--- src/rtl/seg7_pkg.sv ---
// Shared glyph constants and nibble decoder for the multiplexed 7-segment driver.
// Glyph bit order is seg[6]=a .. seg[0]=g, active-low.
package seg7_pkg;

  localparam logic [6:0] SEG_0   = 7'h01;
  localparam logic [6:0] SEG_1   = 7'h4F;
  localparam logic [6:0] SEG_2   = 7'h12;
  localparam logic [6:0] SEG_3   = 7'h06;
  localparam logic [6:0] SEG_4   = 7'h4C;
  localparam logic [6:0] SEG_5   = 7'h24;
  localparam logic [6:0] SEG_6   = 7'h20;
  localparam logic [6:0] SEG_7   = 7'h0F;
  localparam logic [6:0] SEG_8   = 7'h00;
  localparam logic [6:0] SEG_9   = 7'h04;
  localparam logic [6:0] SEG_A   = 7'h08;
  localparam logic [6:0] SEG_B   = 7'h60;
  localparam logic [6:0] SEG_C   = 7'h31;
  localparam logic [6:0] SEG_D   = 7'h42;
  localparam logic [6:0] SEG_E   = 7'h30;
  localparam logic [6:0] SEG_F   = 7'h38;
  localparam logic [6:0] SEG_OFF = 7'h7F;

  localparam logic [7:0] ANODE_OFF = 8'hFF;

  // BCD mode treats 10..15 as invalid and shows nothing for them.
  function automatic logic [6:0] nib2seg(input logic [3:0] nib, input logic hex_mode);
    logic [6:0] g;
    case (nib)
      4'h0:    g = SEG_0;
      4'h1:    g = SEG_1;
      4'h2:    g = SEG_2;
      4'h3:    g = SEG_3;
      4'h4:    g = SEG_4;
      4'h5:    g = SEG_5;
      4'h6:    g = SEG_6;
      4'h7:    g = SEG_7;
      4'h8:    g = SEG_8;
      4'h9:    g = SEG_9;
      4'hA:    g = SEG_A;
      4'hB:    g = SEG_B;
      4'hC:    g = SEG_C;
      4'hD:    g = SEG_D;
      4'hE:    g = SEG_E;
      4'hF:    g = SEG_F;
      default: g = SEG_OFF;
    endcase
    return (!hex_mode && (nib > 4'd9)) ? SEG_OFF : g;
  endfunction

endpackage

--- src/rtl/seg7_scan_mux_if.sv ---
// Data/display bundle between the digit producer (master) and the scan driver (slave).
interface seg7_scan_mux_if #(parameter int NDIG = 4);
  logic [4*NDIG-1:0] digits;
  logic [NDIG-1:0]   dp;
  logic              load;
  logic              hex_mode;
  logic              lz_blank;
  logic [6:0]        seg;
  logic              dp_out;
  logic [NDIG-1:0]   an;
  logic              frame_tick;

  modport master (
    output digits, dp, load, hex_mode, lz_blank,
    input  seg, dp_out, an, frame_tick
  );

  modport slave (
    input  digits, dp, load, hex_mode, lz_blank,
    output seg, dp_out, an, frame_tick
  );
endinterface

--- src/rtl/seg7_decode.sv ---
// Combinational nibble-to-glyph decoder with a forced-blank override.
module seg7_decode
  import seg7_pkg::*;
(
  input  logic [3:0] nibble_i,
  input  logic       hex_mode_i,
  input  logic       blank_i,
  output logic [6:0] seg_o
);

  // Blank wins over any glyph.
  always_comb begin
    seg_o = SEG_OFF;
    if (blank_i) begin
      seg_o = SEG_OFF;
    end else begin
      seg_o = nib2seg(nibble_i, hex_mode_i);
    end
  end

endmodule

--- src/rtl/seg7_scan_mux.sv ---
// N-digit multiplexed 7-segment scanner: prescaler, digit index, tear-free
// double buffer committed at frame wrap, leading-zero and anti-ghost blanking.
module seg7_scan_mux
  import seg7_pkg::*;
#(
  parameter int NDIG    = 4,
  parameter int CLK_DIV = 4,
  parameter int BLANK   = 1
) (
  input  logic            clk,
  input  logic            clr,
  seg7_scan_mux_if.slave  bus
);

  localparam int PW = $clog2(CLK_DIV);
  localparam int IW = (NDIG > 1) ? $clog2(NDIG) : 1;

  logic [PW-1:0]     presc_q, presc_d;
  logic [IW-1:0]     idx_q, idx_d;
  logic [4*NDIG-1:0] shadow_q, shadow_d, pend_q, pend_d;
  logic [NDIG-1:0]   sdp_q, sdp_d, pdp_q, pdp_d;
  logic              pflag_q, pflag_d;
  logic [6:0]        seg_q, seg_d;
  logic              dpo_q, dpo_d;
  logic [NDIG-1:0]   an_q, an_d;
  logic              ft_q, ft_d;

  logic              slot_end_s, frame_end_s, blank_slot_s, lz_s;
  logic [3:0]        nib_s;
  logic [6:0]        glyph_s;

  assign slot_end_s   = (presc_q == PW'(CLK_DIV - 1));
  assign frame_end_s  = slot_end_s && (idx_q == IW'(NDIG - 1));
  assign blank_slot_s = (BLANK != 0) && slot_end_s;
  assign nib_s        = shadow_q[{idx_q, 2'b00} +: 4];
  // A digit is a leading zero when it and every more-significant nibble are zero.
  assign lz_s = bus.lz_blank && (idx_q != {IW{1'b0}}) &&
                ((shadow_q >> {idx_q, 2'b00}) == {(4*NDIG){1'b0}});

  seg7_decode u_decode (
    .nibble_i   (nib_s),
    .hex_mode_i (bus.hex_mode),
    .blank_i    (lz_s || blank_slot_s),
    .seg_o      (glyph_s)
  );

  // Scan counters and buffer hand-over; a load on the wrap cycle bypasses pending.
  always_comb begin
    presc_d  = presc_q;
    idx_d    = idx_q;
    shadow_d = shadow_q;
    sdp_d    = sdp_q;
    pend_d   = pend_q;
    pdp_d    = pdp_q;
    pflag_d  = pflag_q;
    if (slot_end_s) begin
      presc_d = {PW{1'b0}};
      idx_d   = frame_end_s ? {IW{1'b0}} : (idx_q + IW'(1));
    end else begin
      presc_d = presc_q + PW'(1);
    end
    if (frame_end_s) begin
      if (bus.load) begin
        shadow_d = bus.digits;
        sdp_d    = bus.dp;
      end else if (pflag_q) begin
        shadow_d = pend_q;
        sdp_d    = pdp_q;
      end else begin
        shadow_d = shadow_q;
      end
      pflag_d = 1'b0;
    end else if (bus.load) begin
      pend_d  = bus.digits;
      pdp_d   = bus.dp;
      pflag_d = 1'b1;
    end else begin
      pflag_d = pflag_q;
    end
  end

  // Display outputs for the slot currently addressed by idx/prescaler.
  always_comb begin
    an_d  = ANODE_OFF[NDIG-1:0];
    seg_d = glyph_s;
    dpo_d = 1'b1;
    ft_d  = frame_end_s;
    if (blank_slot_s) begin
      dpo_d = 1'b1;
    end else begin
      an_d[idx_q] = 1'b0;
      dpo_d       = ~sdp_q[idx_q];
    end
  end

  // State and registered outputs.
  always_ff @(posedge clk or posedge clr) begin
    if (clr) begin
      presc_q  <= {PW{1'b0}};
      idx_q    <= {IW{1'b0}};
      shadow_q <= {(4*NDIG){1'b0}};
      sdp_q    <= {NDIG{1'b0}};
      pend_q   <= {(4*NDIG){1'b0}};
      pdp_q    <= {NDIG{1'b0}};
      pflag_q  <= 1'b0;
      seg_q    <= SEG_OFF;
      dpo_q    <= 1'b1;
      an_q     <= ANODE_OFF[NDIG-1:0];
      ft_q     <= 1'b0;
    end else begin
      presc_q  <= presc_d;
      idx_q    <= idx_d;
      shadow_q <= shadow_d;
      sdp_q    <= sdp_d;
      pend_q   <= pend_d;
      pdp_q    <= pdp_d;
      pflag_q  <= pflag_d;
      seg_q    <= seg_d;
      dpo_q    <= dpo_d;
      an_q     <= an_d;
      ft_q     <= ft_d;
    end
  end

  assign bus.seg        = seg_q;
  assign bus.dp_out     = dpo_q;
  assign bus.an         = an_q;
  assign bus.frame_tick = ft_q;

endmodule

--- src/flat_wrapper.sv ---
// flat-port wrapper written by rule: the top's interface ports become plain ports
module seg7_scan_mux_flat import seg7_pkg::*;
#(
  parameter int NDIG    = 4,
  parameter int CLK_DIV = 4,
  parameter int BLANK   = 1
)
  (clk, clr, bus_digits, bus_dp, bus_load, bus_hex_mode, bus_lz_blank, bus_seg, bus_dp_out, bus_an, bus_frame_tick);
  seg7_scan_mux_if #(.NDIG(NDIG)) bus_i ();
  input  logic clk;
  input  logic clr;
  input wire logic [$bits(bus_i.digits)-1:0] bus_digits;
  input wire logic [$bits(bus_i.dp)-1:0] bus_dp;
  input wire logic [$bits(bus_i.load)-1:0] bus_load;
  input wire logic [$bits(bus_i.hex_mode)-1:0] bus_hex_mode;
  input wire logic [$bits(bus_i.lz_blank)-1:0] bus_lz_blank;
  output wire logic [$bits(bus_i.seg)-1:0] bus_seg;
  output wire logic [$bits(bus_i.dp_out)-1:0] bus_dp_out;
  output wire logic [$bits(bus_i.an)-1:0] bus_an;
  output wire logic [$bits(bus_i.frame_tick)-1:0] bus_frame_tick;
  assign bus_i.digits = bus_digits;
  assign bus_i.dp = bus_dp;
  assign bus_i.load = bus_load;
  assign bus_i.hex_mode = bus_hex_mode;
  assign bus_i.lz_blank = bus_lz_blank;
  assign bus_seg = bus_i.seg;
  assign bus_dp_out = bus_i.dp_out;
  assign bus_an = bus_i.an;
  assign bus_frame_tick = bus_i.frame_tick;
  seg7_scan_mux #(.NDIG(NDIG), .CLK_DIV(CLK_DIV), .BLANK(BLANK)) u_core (.clk(clk), .clr(clr), .bus(bus_i));
endmodule
--- config.mk ---
export PLATFORM = sky130hd
export DESIGN_NAME = seg7_scan_mux_flat
export DESIGN_NICKNAME = d
export VERILOG_FILES = /design/src/rtl/seg7_pkg.sv /design/src/rtl/seg7_scan_mux_if.sv /design/src/rtl/seg7_decode.sv /design/src/rtl/seg7_scan_mux.sv /design/src/flat_wrapper.sv
export SDC_FILE = /design/constraint.sdc
export NUM_CORES = 1
export LEC_CHECK = 0
export BUFFER_PORTS_ARGS = -buffer_cell sky130_fd_sc_hd__buf_2
export CAP_MARGIN = 5
export CORE_AREA = 2 2 74 76
export DETAILED_ROUTE_END_ITERATION = 16
export DIE_AREA = 0 0 76 78
export PLACE_DENSITY = 0.79
export SYNTH_ARGS = -nofsm -noshare
export SYNTH_HDL_FRONTEND = slang
export SYNTH_HIERARCHICAL = 1
export SYNTH_SLANG_ARGS = --single-unit
--- constraint.sdc ---
create_clock -name clk -period 2.4 [get_ports clk]
set_input_delay 0.12 -clock clk [delete_from_list [all_inputs] [get_ports clk]]
set_output_delay 0.12 -clock clk [all_outputs]
set_load 0.1 [all_outputs]
After elaboration in Yosys (flattened, before gate mapping). Memories as Yosys holds them, arrays and structs flattened. Cells that the tools add are included. Widths: inputs -> output; s select.

Logic and storage cells: 53. Memories kept: 1. Bits of input ports: 25. Bits in registers: 58. Memory bits (read-only): 112.

Memory list: (name not given) (depth 16, width 7, read ports 1, clocked after memory_dff 0, wr ports 0, RTL line seg7_pkg.sv:28) `case (nib)`.

Eq/ne operators: 2. Multiplexer cells: 16. Magnitude comparators: 3. Add/sub/neg operators: 2. Bitwise gates (word level): 3. Shift operators: 2. Reduce and logical (&&, ||, !) cells: 13.

Operators by type and width (number): $mux 16 (2); $logic_not 16->1 (1); $shiftx 16x5->4 (1); $shr 16x4->16 (1); $mux 7 (2); $mux 4 (3); $reduce_bool 2->1 (3); $logic_and 1x1->1 (5); $mux 1 (5); $add 2x1->2 const B (2); $eq 2x2->1 const B (2); $gt 4x4->1 const B (1); $mux 2 (2); $not 4->4 (1); $reduce_and 2->1 (2); $lt 2x3->1 const B (1); $bmux 1 s2 (1); $demux 1 s2 (1); $ge 2x1->1 const B (1); $not 1->1 (2); $logic_not 1->1 (1); $logic_or 1x1->1 (1).

Logic depth before layout (Yosys ltp). Gate-level depths: netlist of the first run.

Word-level depth: 6. Mapped depth: 9.

By module. Netlist of the first run, hierarchy kept.

Modules (own cells, without submodules): seg7_scan_mux (cells an instance 187, area an instance 2457.4 sq um, times used 1); seg7_decode (cells an instance 40, area an instance 336.6 sq um, times used 1).

Least setup slack after synthesis of the first run. No wires, ideal clock.

Path kind: register to register. From: register u_core.idx_q[0]. To: register u_core.seg_q[0], in the netlist u_core/bus.seg[0]. Setup time: 0.104 ns. Data required time: 2.296 ns. Path slack: 0.422 ns. Period minus slack after synthesis: 1.978 ns. Stages on the path, launching flop included: 8. Arrival time: 1.874 ns. Path through: dfrtp_1 buf_6 mux4_2 inv_1 ha_1 o21bai_1 a31oi_4 o311ai_0.

Cells in the longest elaborated chain, start to end: 5. Elaborated cells on any way between the ends: 12. Those cells by class: order compare: 1; shift: 2; mux: 2; reduce/logical: 6; memory: 1.

Ends and longest elaborated chain: start: declaration (RTL line seg7_scan_mux.sv:19) `logic [IW-1:0] idx_q, idx_d;`; start signal: assignment (RTL line seg7_scan_mux.sv:100) `idx_q <= {IW{1'b0}};`; start signal: assignment (RTL line seg7_scan_mux.sv:112) `idx_q <= idx_d;`; $shiftx 16x5->4 (*) (RTL line seg7_scan_mux.sv:35) `assign nib_s = shadow_q[{idx_q, 2'b00} +: 4];`; via u_core.nib_s[1] (RTL line seg7_scan_mux.sv:29) `logic [3:0] nib_s;`; $gt 4x4->1 (RTL line seg7_pkg.sv:47) `return (!hex_mode && (nib > 4'd9)) ? SEG_OFF : g;`; $logic_and 1x1->1 (RTL line seg7_pkg.sv:47); $mux 7 (*) (RTL line seg7_pkg.sv:47); $mux 7 (*) (RTL line seg7_decode.sv:14) `if (blank_i) begin`; via u_core.glyph_s[0] (RTL line seg7_scan_mux.sv:30) `logic [6:0] glyph_s;`; end signal: assignment (RTL line seg7_scan_mux.sv:118) `seg_q <= seg_d;`; end: declaration (RTL line seg7_scan_mux.sv:23) `logic [6:0] seg_q, seg_d;`.

The timed path passes the listed nets; every way through them passes the cells marked *. A chain may end at the register's enable or synchronous reset.

Worst setup path in the final report of the first run.
From: register u_core.idx_q[0]. To: register u_core.seg_q[2], in the netlist u_core/bus.seg[2].

Same word-level chain as after synthesis.

==> results of run 1 <==
## cell families after synthesis
family	Yosys count	share of synthesized area, %
and+or+nand+nor	48	8.06
buffers and inverters	23	4.34
muxes	49	21.1
adders and majority gates	12	5.37
AOI/OAI and AO/OA	37	8.64
DFF	58	52.5
## flip-flops by register name (all words and copies together) (netlist names)
register               count
u_core/bus.an              4
u_core/bus.dp_out          1
u_core/bus.frame_tick      1
u_core/bus.seg             7
u_core/idx_q               2
u_core/pdp_q               4
u_core/pend_q             16
u_core/pflag_q             1
u_core/presc_q             2
u_core/sdp_q               4
u_core/shadow_q           16
## cell usage in the layout (no fill, tap or decap), types with 2 or more instances in the layout
cell type	netlist	final
buf_2	4	37
buf_4	1	6
clkbuf_1	6	2
clkbuf_8	0	12
dfrtp_1	46	46
dfstp_2	12	12
ha_1	12	12
inv_1	9	8
mux2_2	23	23
mux2i_1	21	21
mux4_1	2	2
mux4_2	3	3
nand2_1	24	24
nand2b_1	6	6
nand3_1	3	3
nor2_1	5	5
nor2b_1	4	4
nor4_1	3	3
o211ai_1	2	2
o21ai_0	25	24
o311ai_0	3	3
o311ai_1	2	2
## per-layer routing
layer,GRT usage [%],wire (µm)
met3,6.40,259
met5,0,0
met1,22.4,2120
met2,26.9,2110
met4,8.73,106
## worst register-to-register path, delay by kind of cell, from the launching register on
kind,cells,cell delay [ns]
muxes,1,0.62
AOI/OAI and AO/OA,3,0.60
DFF,1,0.44
adders and majority gates,1,0.20
buffers and inverters,1,0.16
## stage by stage
step	instances	util (%)	power, mW	cell area (µm²)	setup WS [ns]
after global routing	343	64.4	2.67	3250	0.127
final	343	64.4	2.55	3250	0.265
after floorplan	227	-	1.55	2790	0.422
after CTS	343	64.4	2.57	3250	0.272
after global placement	326	60.0	1.62	3030	0.401
after detailed placement	326	60.0	1.63	3030	0.277
## power by group through the flow
stage               clock [mW]  sequential (mW)  combinational (mW)
floorplan                    0             1.34               0.209
global placement             0             1.15               0.473
detailed placement           0             1.15               0.480
CTS                      0.956             1.13               0.484
global route              1.00             1.14               0.517
finish                   0.934             1.13               0.479
## layout make-up
| type | instances | area [µm²] |
|---|---|---|
| well taps | 70 | 87.6 |
| repair buffers | 44 | 240 |
| inverters | 9 | 33.8 |
| clock inverters | 2 | 35.0 |
| clock buffers | 14 | 173 |
| fillers | 391 | 1800 |
| flip-flops and latches | 58 | 1470 |
| multi-input cells | 146 | 1210 |
## timing repair
| action | 4_1_cts | 5_1_grt |
|---|---|---|
| hold buffers | 1 | 0 |
| endpoints found under the hold margin | 4 | 0 |
| gates resized for setup | 0 | 0 |
| setup buffers | 0 | 0 |
## final timing paths
| kind | slack (ns) | from | cells past startpoint | end |
|---|---|---|---|---|
| worst max-delay path | 0.27 | u_core/idx_q[0] | 6 | u_core/bus.seg[2] |
| worst min-delay path | 0.02 | bus_digits[12] | 2 | u_core/pend_q[12] |
| worst max register to register | 0.27 | u_core/idx_q[0] | 6 | u_core/bus.seg[2] |
| worst min register to register | 0.43 | u_core/presc_q[0] | 1 | u_core/presc_q[0] |
| max in group asynchronous | 1.29 | clr | 4 | u_core/pend_q[1] |
| min in group asynchronous | 0.28 | clr | 3 | u_core/presc_q[0] |
==> summary.txt, run 1 <==
Run status
  – Status: complete, no violations

Synth
  – Cells after Synth: 227
  – Post-Syn Nets: 264
  – Yosys reg bits: between 50 and 60
  – Top FF cell, synth: dfrtp_1
  – Cell taking the most area after synthesis: dfrtp_1
  – Synth top cells by count: dfrtp_1, o21ai_0, nand2_1, mux2_2, mux2i_1
  – Most frequent cell after synthesis: dfrtp_1
  – Synth warnings: 6
  – Post-synth ARST share: 100%
  – Synthesized cell area: approximately 0.0028 mm²
  – Netlist cell types: 31
  – Yosys top cell area share: roughly two fifths
  – EDFF count, synth: 0
  – Avg Cell Area, Syn: 12.3 µm²
  – Seq/Total Area, Yosys: a little over half
  – Area contributors post-synth: dfrtp_1, dfstp_2, mux2_2

Pwr
  – Internal: ~1.8 mW
  – Clock share of power: 36.7%
  – Combinational share of power: 18.8%
  – Psw: 0.748 mW
  – Sw Share: 29.4%
  – PwrDens: 785 mW/mm²
  – Max IR drop VDD: 0.531 mV
  – Sequential fraction of design power: roughly 45%
  – Lkg Pwr: 1.53 nW

Drt
  – Routed vias/inst: between 5 and 6
  – Routed WL per cell: between 10 and 15 µm
  – Number of remaining DRC errors: 0
  – Post-Route WL: 4.60 mm
  – Initial DRC Count: 73
  – Final ANT Viol Nets: 0
  – Vias: 1781
  – Drt pass-1 iters: 4

Global routing
  – Initial antenna violation count: 0
  – Largest net degree at the start of global routing: 43
  – Number of global-route vias before repair: 1696
  – Gr usage total: ~18%
  – GRT overflow: 0
  – First-pass GRT wire length: 7.93 mm

Finish
  – Layout cells sized above 1: 36.3%
  – ANT cells: 0
  – # nets final: 305
  – Area Overhead vs Synth: 16.2%

Clock network
  – CTS max path bufs: 2
  – TritonCTS buffer count: 9
  – Number of H-tree levels: 3
  – Clk slew on worst S/H paths: about 0.07 ns
  – # clock sinks: 58
  – Clock Latency Late Sink: between 0.3 and 0.4 ns
  – CTS Root Cell: clkbuf_8
  – CTS tree: done

Placed design
  – Port Buffers: 37
  – Dpl hpwl: 3.10 mm
  – Final RePlAce weighted congestion: 0.795

STA
  – Setup violations, final: 0
  – Max-slew violation count: 0
  – Worst-Margin Slew: 0.523 ns
  – Final Hold Viols: 0
  – Total negative slack: 0 ns
  – Worst slew margin: 65.1%
  – Worst clock skew: 0.00706 ns
  – RSZ-0062 raised after global routing: false
  – Hold slack: between 0.015 and 0.02 ns
  – Min Tclk post-route: approximately 2.1 ns
  – Achievable Freq: between 400 and 500 MHz
  – Tcrit/Tclk final: 89.0%

Critical path
  – CP Buf/Inv Count: 1
  – Worst EP required: 2.63 ns
  – CP Launch Type: register
  – Critical Path AT: 2.37 ns
  – Critical Path Max Stage Delay: 0.62 ns
  – Crit path kind: reg -> reg
  – CP Cell Sequence: mux4_2, inv_1, ha_1, o21bai_1, a31oi_4, o311ai_0
  – Crit-path slowest cell: mux4_2
  – Worst setup EP type: register
  – CP delay by family, top: multiplexers
  – Critical Path Fanout Max: 7

Worst hold path
  – HP Class: in -> reg

Floorplan
  – Core area: 0.00504 mm²
  – # IOs: 38
  – Rows: 26
  – Die ar.: 0.00593 mm²
  – Starting density of the core: 55.4%
  – Die Wd: 76 µm
  – Die extent in y: 78 µm

Job
  – Max-cap violations: 0
No activity file was read; power rests on OpenSTA's default activity.
==> run 2: changes to the inputs <==
Settings changed: ABC_AREA set to 1, CORE_AREA 2 2 74 76 to 2 2 75 77, DIE_AREA 0 0 76 78 to 0 0 77 79, PLACE_DENSITY 0.79 to 0.8, SKIP_LAST_GASP set to 1.
==> summary.txt, run 2 <==
STA
  – Worst-Margin Slew: 0.685 ns (+0.162 ns)
  – Max-slew violation count: 0 (unchanged)
  – Worst slew margin: 54.3% (-11 points)
  – Worst clock skew: 0.00877 ns (+0.00170 ns)
  – Total negative slack: 0 ns (unchanged)
  – Hold slack: 0.0167 ns (-0.00314 ns)
  – Min Tclk post-route: 2.01 ns (-0.122 ns)
  – Final Hold Viols: 0 (unchanged)
  – Setup violations, final: 0 (unchanged)
  – Achievable Freq: 497 MHz (+6.1%)
  – Tcrit/Tclk final: 83.9% (-5.1 points)
  – Final worst slack: 0.387 ns (+0.122 ns)
  – RSZ-0062 raised after global routing: false

Floorplan
  – Die Wd: 77 µm (+1.3%)
  – Core area: 0.00534 mm² (+5.9%)
  – Die ar.: 0.00608 mm² (+2.6%)
  – Starting density of the core: 54.8% (-0.63 points)
  – Die extent in y: 79 µm (+1.3%)
  – Rows: 27 (+3.8%)
  – # IOs: 38 (unchanged)

Worst hold path
  – Hold Path Stages: 2 (unchanged)
  – Hold wc startpoint: bus_dp[2]
  – HP Class: in -> reg
  – Hold Path Sink: u_core/pdp_q[2]

Clock network
  – TritonCTS buffer count: 9 (unchanged)
  – Clk slew on worst S/H paths: 0.07 ns (about the same)
  – CTS tree: done
  – Clock Latency Late Sink: 0.34 ns (about the same)
  – Number of H-tree levels: 3 (unchanged)
  – Setup Buffers After CTS: 0 (unchanged)
  – CTS Root Cell: clkbuf_8
  – # clock sinks: 58 (unchanged)
  – CTS max path bufs: 2 (unchanged)

Critical path
  – R2r startpoint: u_core/idx_q[0]
  – Critical Path AT: 2.29 ns (-0.08 ns)
  – Worst setup EP type: register
  – Worst EP required: 2.68 ns (+0.05 ns)
  – CP Launch Type: register
  – Critical Path Fanout Max: 16 (+9)
  – R2R setup slack: 0.39 ns (+0.12 ns)
  – R2R depth: 10 (+4)
  – Crit path kind: reg -> reg
  – FF-to-FF End: u_core/bus.seg[1]

Finish
  – # nets final: 421 (+38%)
  – ANT cells: 0 (unchanged)
  – Area Overhead vs Synth: 13.7%
  – Most common cell after layout, fill and taps aside: nand2_1
  – Most frequent cells in the layout: nand2_1, dfrtp_1, buf_2
  – FILL cells: 488 (+25%)
  – Layout cells sized above 1: 22.9% (-13 points)

Placed design
  – Setup WS pre-CTS: 0.422 ns (+0.144 ns)
  – Dpl hpwl: 3.73 mm (+20%)
  – Port Buffers: 37 (unchanged)
  – Final RePlAce weighted congestion: 0.884 (+11%)

Synth
  – Synth warnings: 6 (unchanged)
  – XOR/XNOR Fraction of Synth Area: 0% (unchanged)
  – Cells after Synth: 344 (+52%)
  – Synthesized cell area: 0.00292 mm² (+4.7%)
  – Most frequent cell after synthesis: nand2_1
  – Seq/Total Area, Yosys: 50.1% (-2.3 points)
  – Adder-cell area share of the yosys netlist: 5.13% (-0.24 points)
  – Post-Syn Nets: 381 (+44%)
  – Largest family of logic cells by synthesized area: simple AND/OR/NAND/NOR gates
  – Post-synth ARST share: 100% (unchanged)
  – Fraction of the mapped netlist area in simple logic gates: 22.0% (+14 points)
  – EDFF count, synth: 0 (unchanged)
  – Yosys reg bits: 58 (unchanged)
  – Avg Cell Area, Syn: 8.50 µm² (-31%)
  – Area contributors post-synth: dfrtp_1, nand2_1, dfstp_2
  – Synth top cells by count: nand2_1, dfrtp_1, inv_1, nor2_1, o21ai_0
  – Netlist cell types: 26 (-16%)
  – Cell taking the most area after synthesis: dfrtp_1
  – Top FF cell, synth: dfrtp_1
  – Compound-Gate Fraction of Synth Area: 9.97% (+1.3 points)
  – Yosys top cell area share: 39.4% (-1.8 points)
  – Mux share of post-synthesis cell area: 4.62% (-16 points)

Job
  – Max-cap violations: 0 (unchanged)

Drt
  – Final ANT Viol Nets: 0 (unchanged)
  – Number of remaining DRC errors: 0 (unchanged)
  – Routed WL per cell: 11.7 µm (-13%)
  – Routed vias/inst: 4.96 (-4.5%)
  – Vias: 2287 (+28%)
  – Initial DRC Count: 159 (+120%)
  – Post-Route WL: 5.38 mm (+17%)
  – Drt pass-1 iters: 4 (unchanged)

Global routing
  – Initial antenna violation count: 0 (unchanged)
  – Gr usage total: 19.4% (+1.7 points)
  – GRT overflow: 0 (unchanged)
  – Number of global-route vias before repair: 2097 (+24%)
  – First-pass GRT wire length: 9.19 mm (+16%)
  – Largest net degree at the start of global routing: 59 (+37%)

Pwr
  – Sequential fraction of design power: 47.9% (+3.4 points)
  – Max IR drop VDD: 0.461 mV (-13%)
  – PwrDens: 708 mW/mm² (-9.8%)
  – Lkg Pwr: 1.69 nW (+11%)
  – Clock share of power: 32.0% (-4.7 points)
  – Psw: 0.776 mW (+3.7%)
  – Combinational share of power: 20.2% (+1.4 points)
  – Sw Share: 33.0% (+3.6 points)
  – Internal: 1.58 mW (-12%)

Run status
  – Status: complete, no violations
## run 2: metrics by stage
| step | utilization (%) | std cells | area (µm²) | power (mW) |
|---|---|---|---|---|
| 6_report | 62.3 | 461 | 3330 | 2.35 |
| 5_1_grt | 62.3 | 461 | 3330 | 2.48 |
| 4_1_cts | 62.3 | 461 | 3330 | 2.38 |
| 3_5_place_dp | 58.7 | 442 | 3130 | 1.62 |
| 3_3_place_gp | 58.7 | 442 | 3130 | 1.61 |
| 2_1_floorplan | - | 344 | 2920 | 1.53 |
## run 2: area by class of cell
type / instances / area, µm² / area share, %
Clock buffer: 11 / 131 / 3.95
Clock inverter: 5 / 31.3 / 0.941
Inverter: 39 / 149 / 4.48
Multi-Input combinational cell: 233 / 1220 / 36.7
Sequential cell: 58 / 1470 / 44.1
Tap cell: 72 / 90.1 / 2.71
Timing Repair Buffer: 43 / 238 / 7.15
## run 2: critical path: stages, from the launching register on
cell and delay [ns]:
dfrtp_1 0.53, inv_2 0.28, nand2_1 0.09, nand3_1 0.08, nand2_1 0.07, inv_1 0.14, inv_1 0.14, ha_1 0.23
o21ai_0 0.21, a21oi_1 0.10, nand2_1 0.08
## run 2: worst max path at each step
stage | from | end | slack (ns) | cells after the start
after floorplan | u_core/idx_q[0] | u_core/bus.seg[3] | 0.70 | 13
after global placement | u_core/idx_q[0] | u_core/bus.seg[3] | 0.55 | 12
after detailed placement | u_core/idx_q[0] | u_core/bus.seg[1] | 0.42 | 11
after CTS | u_core/idx_q[0] | u_core/bus.seg[1] | 0.40 | 11
after global routing | u_core/idx_q[0] | u_core/bus.seg[1] | 0.18 | 10
final | u_core/idx_q[0] | u_core/bus.seg[1] | 0.39 | 10
## run 2: logic make-up after synthesis
family / Yosys count
AND/OR/NAND/NOR: 158
flip-flops: 58
buffers and inverters: 53
AO/OA/AOI/OAI: 51
multiplexers: 12
adder cells (fa/ha/maj): 12
## run 2: routing by layer
layer / wire length, µm / track usage, % / up-vias
li1: - / - / 1167
met1: 2490 / 24.1 / 1048
met2: 2490 / 31.4 / 62
met3: 315 / 6.70 / 10
met4: 85 / 7.32 / 0
met5: 0 / 0 / -
## run 2: power by group through the flow
stage	clock (mW)	combinational, mW	sequential (mW)
floorplan	0	0.216	1.31
global placement	0	0.465	1.14
detailed placement	0	0.473	1.14
CTS	0.774	0.478	1.13
global route	0.824	0.519	1.14
finish	0.753	0.474	1.13
## run 2: repair_timing
action                                  in CTS  in global routing
endpoints found under the setup margin       0                  0
endpoints found under the hold margin       12                  0
hold buffers                                 3                  0
resized for setup                            0                  0
==> run 3: changes to the inputs <==
Clock period 2.4 ns to 1.9 ns, I/O delays scaled along.
==> summary.txt, run 3 (synthesis results as in run 2) <==
Drt
  – Initial DRC Count: 101 (-36%)
  – Vias: 2370 (+3.6%)
  – Number of remaining DRC errors: 0 (unchanged)
  – Final ANT Viol Nets: 0 (unchanged)
  – Routed WL per cell: 11.9 µm (+2.1%)
  – Drt pass-1 iters: 4 (unchanged)
  – Routed vias/inst: 5.00 (+0.79%)
  – Post-Route WL: 5.65 mm (+5.0%)

Finish
  – Post-Layout Cell Count: 474 (+2.8%)
  – FILL cells: 453 (-7.2%)
  – ANT cells: 0 (unchanged)
  – Most frequent cells in the layout: nand2_1, dfrtp_1, buf_2
  – # nets final: 435 (+3.3%)
  – Most common cell after layout, fill and taps aside: nand2_1
  – Layout cells sized above 1: 23.6% (+0.75 points)
  – Area Overhead vs Synth: 19.8%

Critical path
  – CP Launch Type: register
  – Worst EP required: 2.16 ns (-0.52 ns)
  – Crit-path slowest cell: dfrtp_1
  – CP Cell Sequence: buf_4, nand2_1, nand2_1, nand2_1, nand2_1, inv_1, ha_1, nand2_1, nand3_2, nand2_2, inv_2, nand2_1
  – Critical Path AT: 1.98 ns (-0.31 ns)
  – Crit path kind: reg -> reg
  – CP most frequent cell: nand2_1
  – Critical Path Fanout Max: 8 (-8)
  – Worst setup EP type: register
  – Critical Path Max Stage Delay: 0.42 ns (-0.11 ns)
  – R2R setup slack: 0.18 ns (-0.20 ns)

STA
  – Total negative slack: 0 ns (unchanged)
  – Min Tclk post-route: 1.72 ns (-0.298 ns)
  – Hold slack: 0.0137 ns (-0.00296 ns)
  – Achievable Freq: 583 MHz (+17%)
  – Max-slew violation count: 0 (unchanged)
  – Worst-Margin Slew: 0.485 ns (-0.199 ns)
  – Worst clock skew: 0.00843 ns (-0.000332 ns)
  – Final Hold Viols: 0 (unchanged)
  – Worst slew margin: 67.9% (+14 points)
  – Tcrit/Tclk final: 90.3% (+6.4 points)
  – Setup violations, final: 0 (unchanged)
  – RSZ-0062 raised after global routing: false

Clock network
  – Number of H-tree levels: 3 (unchanged)
  – Clock Latency Late Sink: 0.34 ns (about the same)
  – # clock sinks: 58 (unchanged)
  – Clk slew on worst S/H paths: 0.06 ns (about the same)
  – TritonCTS buffer count: 9 (unchanged)
  – CTS max path bufs: 2 (unchanged)
  – CTS Root Cell: clkbuf_8
  – CTS tree: done

Floorplan
  – Rows: 27 (unchanged)
  – # IOs: 38 (unchanged)
  – Die Wd: 77 µm (unchanged)
  – Die ar.: 0.00608 mm² (unchanged)
  – Die extent in y: 79 µm (unchanged)
  – Starting density of the core: 54.8% (unchanged)
  – Core area: 0.00534 mm² (unchanged)

Pwr
  – PwrDens: 900 mW/mm² (+27%)
  – Max IR drop VDD: 0.605 mV (+31%)
  – Lkg Pwr: 1.77 nW (+4.9%)

Global routing
  – Largest net degree at the start of global routing: 41 (-31%)
  – First-pass GRT wire length: 10.2 mm (+11%)
  – Gr usage total: 21.2% (+1.9 points)
  – Initial antenna violation count: 0 (unchanged)
  – Number of global-route vias before repair: 2372 (+13%)
  – GRT overflow: 0 (unchanged)

Worst hold path
  – HP Class: in -> reg

Placed design
  – Placed insts: 447 (+1.1%)
  – Port Buffers: 37 (unchanged)
  – Final RePlAce weighted congestion: 0.876 (-0.94%)
  – Dpl hpwl: 3.83 mm (+2.8%)

Job
  – Max-cap violations: 0 (unchanged)

Run status
  – Status: complete, no violations
run 3: cell count changes in the layout (fill, tap and decap cells not counted), sizes merged:
cell	before	now
clkinv	4	2
clkbuf	11	12
dlygate4sd3	3	12
bufinv	0	1
buf	40	45
clkinvlp	1	0
run 3: timing repair:
action | in CTS | in global routing
buffers inserted | 0 | 0
resized for setup | 0 | 3
hold endpoints to repair | 18 | 0
hold buffers | 12 | 0
setup endpoints to repair | 0 | 6
run 3: cell type report:
cell class	count	area [µm²]	area share [%]
clock inverters	3	40.0	1.14
well taps	72	90.1	2.57
flip-flops and latches	58	1470	41.9
multi-input cells	233	1220	34.8
repair buffers	57	390	11.1
inverters	39	151	4.32
clock buffers	12	145	4.14
run 3: worst max-delay path: cells and delay by family, from the launching register on:
kind	cells	cell delay (ns)
and+or+nand+nor	8	0.58
DFF	1	0.42
buffers and inverters	3	0.41
adders and majority gates	1	0.22
run 3: per-layer routing:
metal / up-vias / share of wire (%) / track usage (%)
li1: 1200 / - / -
met1: 1085 / 44 / 24.5
met2: 68 / 47 / 36.0
met3: 17 / 5.4 / 4.77
met4: 0 / 3.2 / 13.4
met5: - / 0 / 0
run 3: metrics by stage:
stage                     power [mW]  utilization, %  cell area [µm²]  setup slack [ns]
after floorplan                 1.93               -             2920             0.199
after global placement          2.03            59.9             3200             0.228
after detailed placement        2.05            59.9             3200             0.112
after CTS                       3.16            65.6             3500            0.0857
after global routing            3.29            65.6             3500            0.0343
final                           3.15            65.6             3500             0.185
run 3: report_power, final:
group | total [mW] | internal [mW] | switching [mW]
Sequential | 1.42 | 1.37 | 0.0543
Combinational | 0.630 | 0.178 | 0.452
Clock | 1.10 | 0.630 | 0.471
run 3: path summary, 6_finish.rpt:
path / from / endpoint / depth (start not counted)
max reg2reg: u_core/idx_q[0] / u_core/bus.seg[5] / 12
min in group asynchronous: clr / u_core/presc_q[0] / 3
max: u_core/idx_q[0] / u_core/bus.seg[5] / 12
max in group asynchronous: clr / u_core/shadow_q[6] / 4
min reg2reg: u_core/presc_q[0] / u_core/presc_q[0] / 1
min: bus_dp[1] / u_core/pdp_q[1] / 2
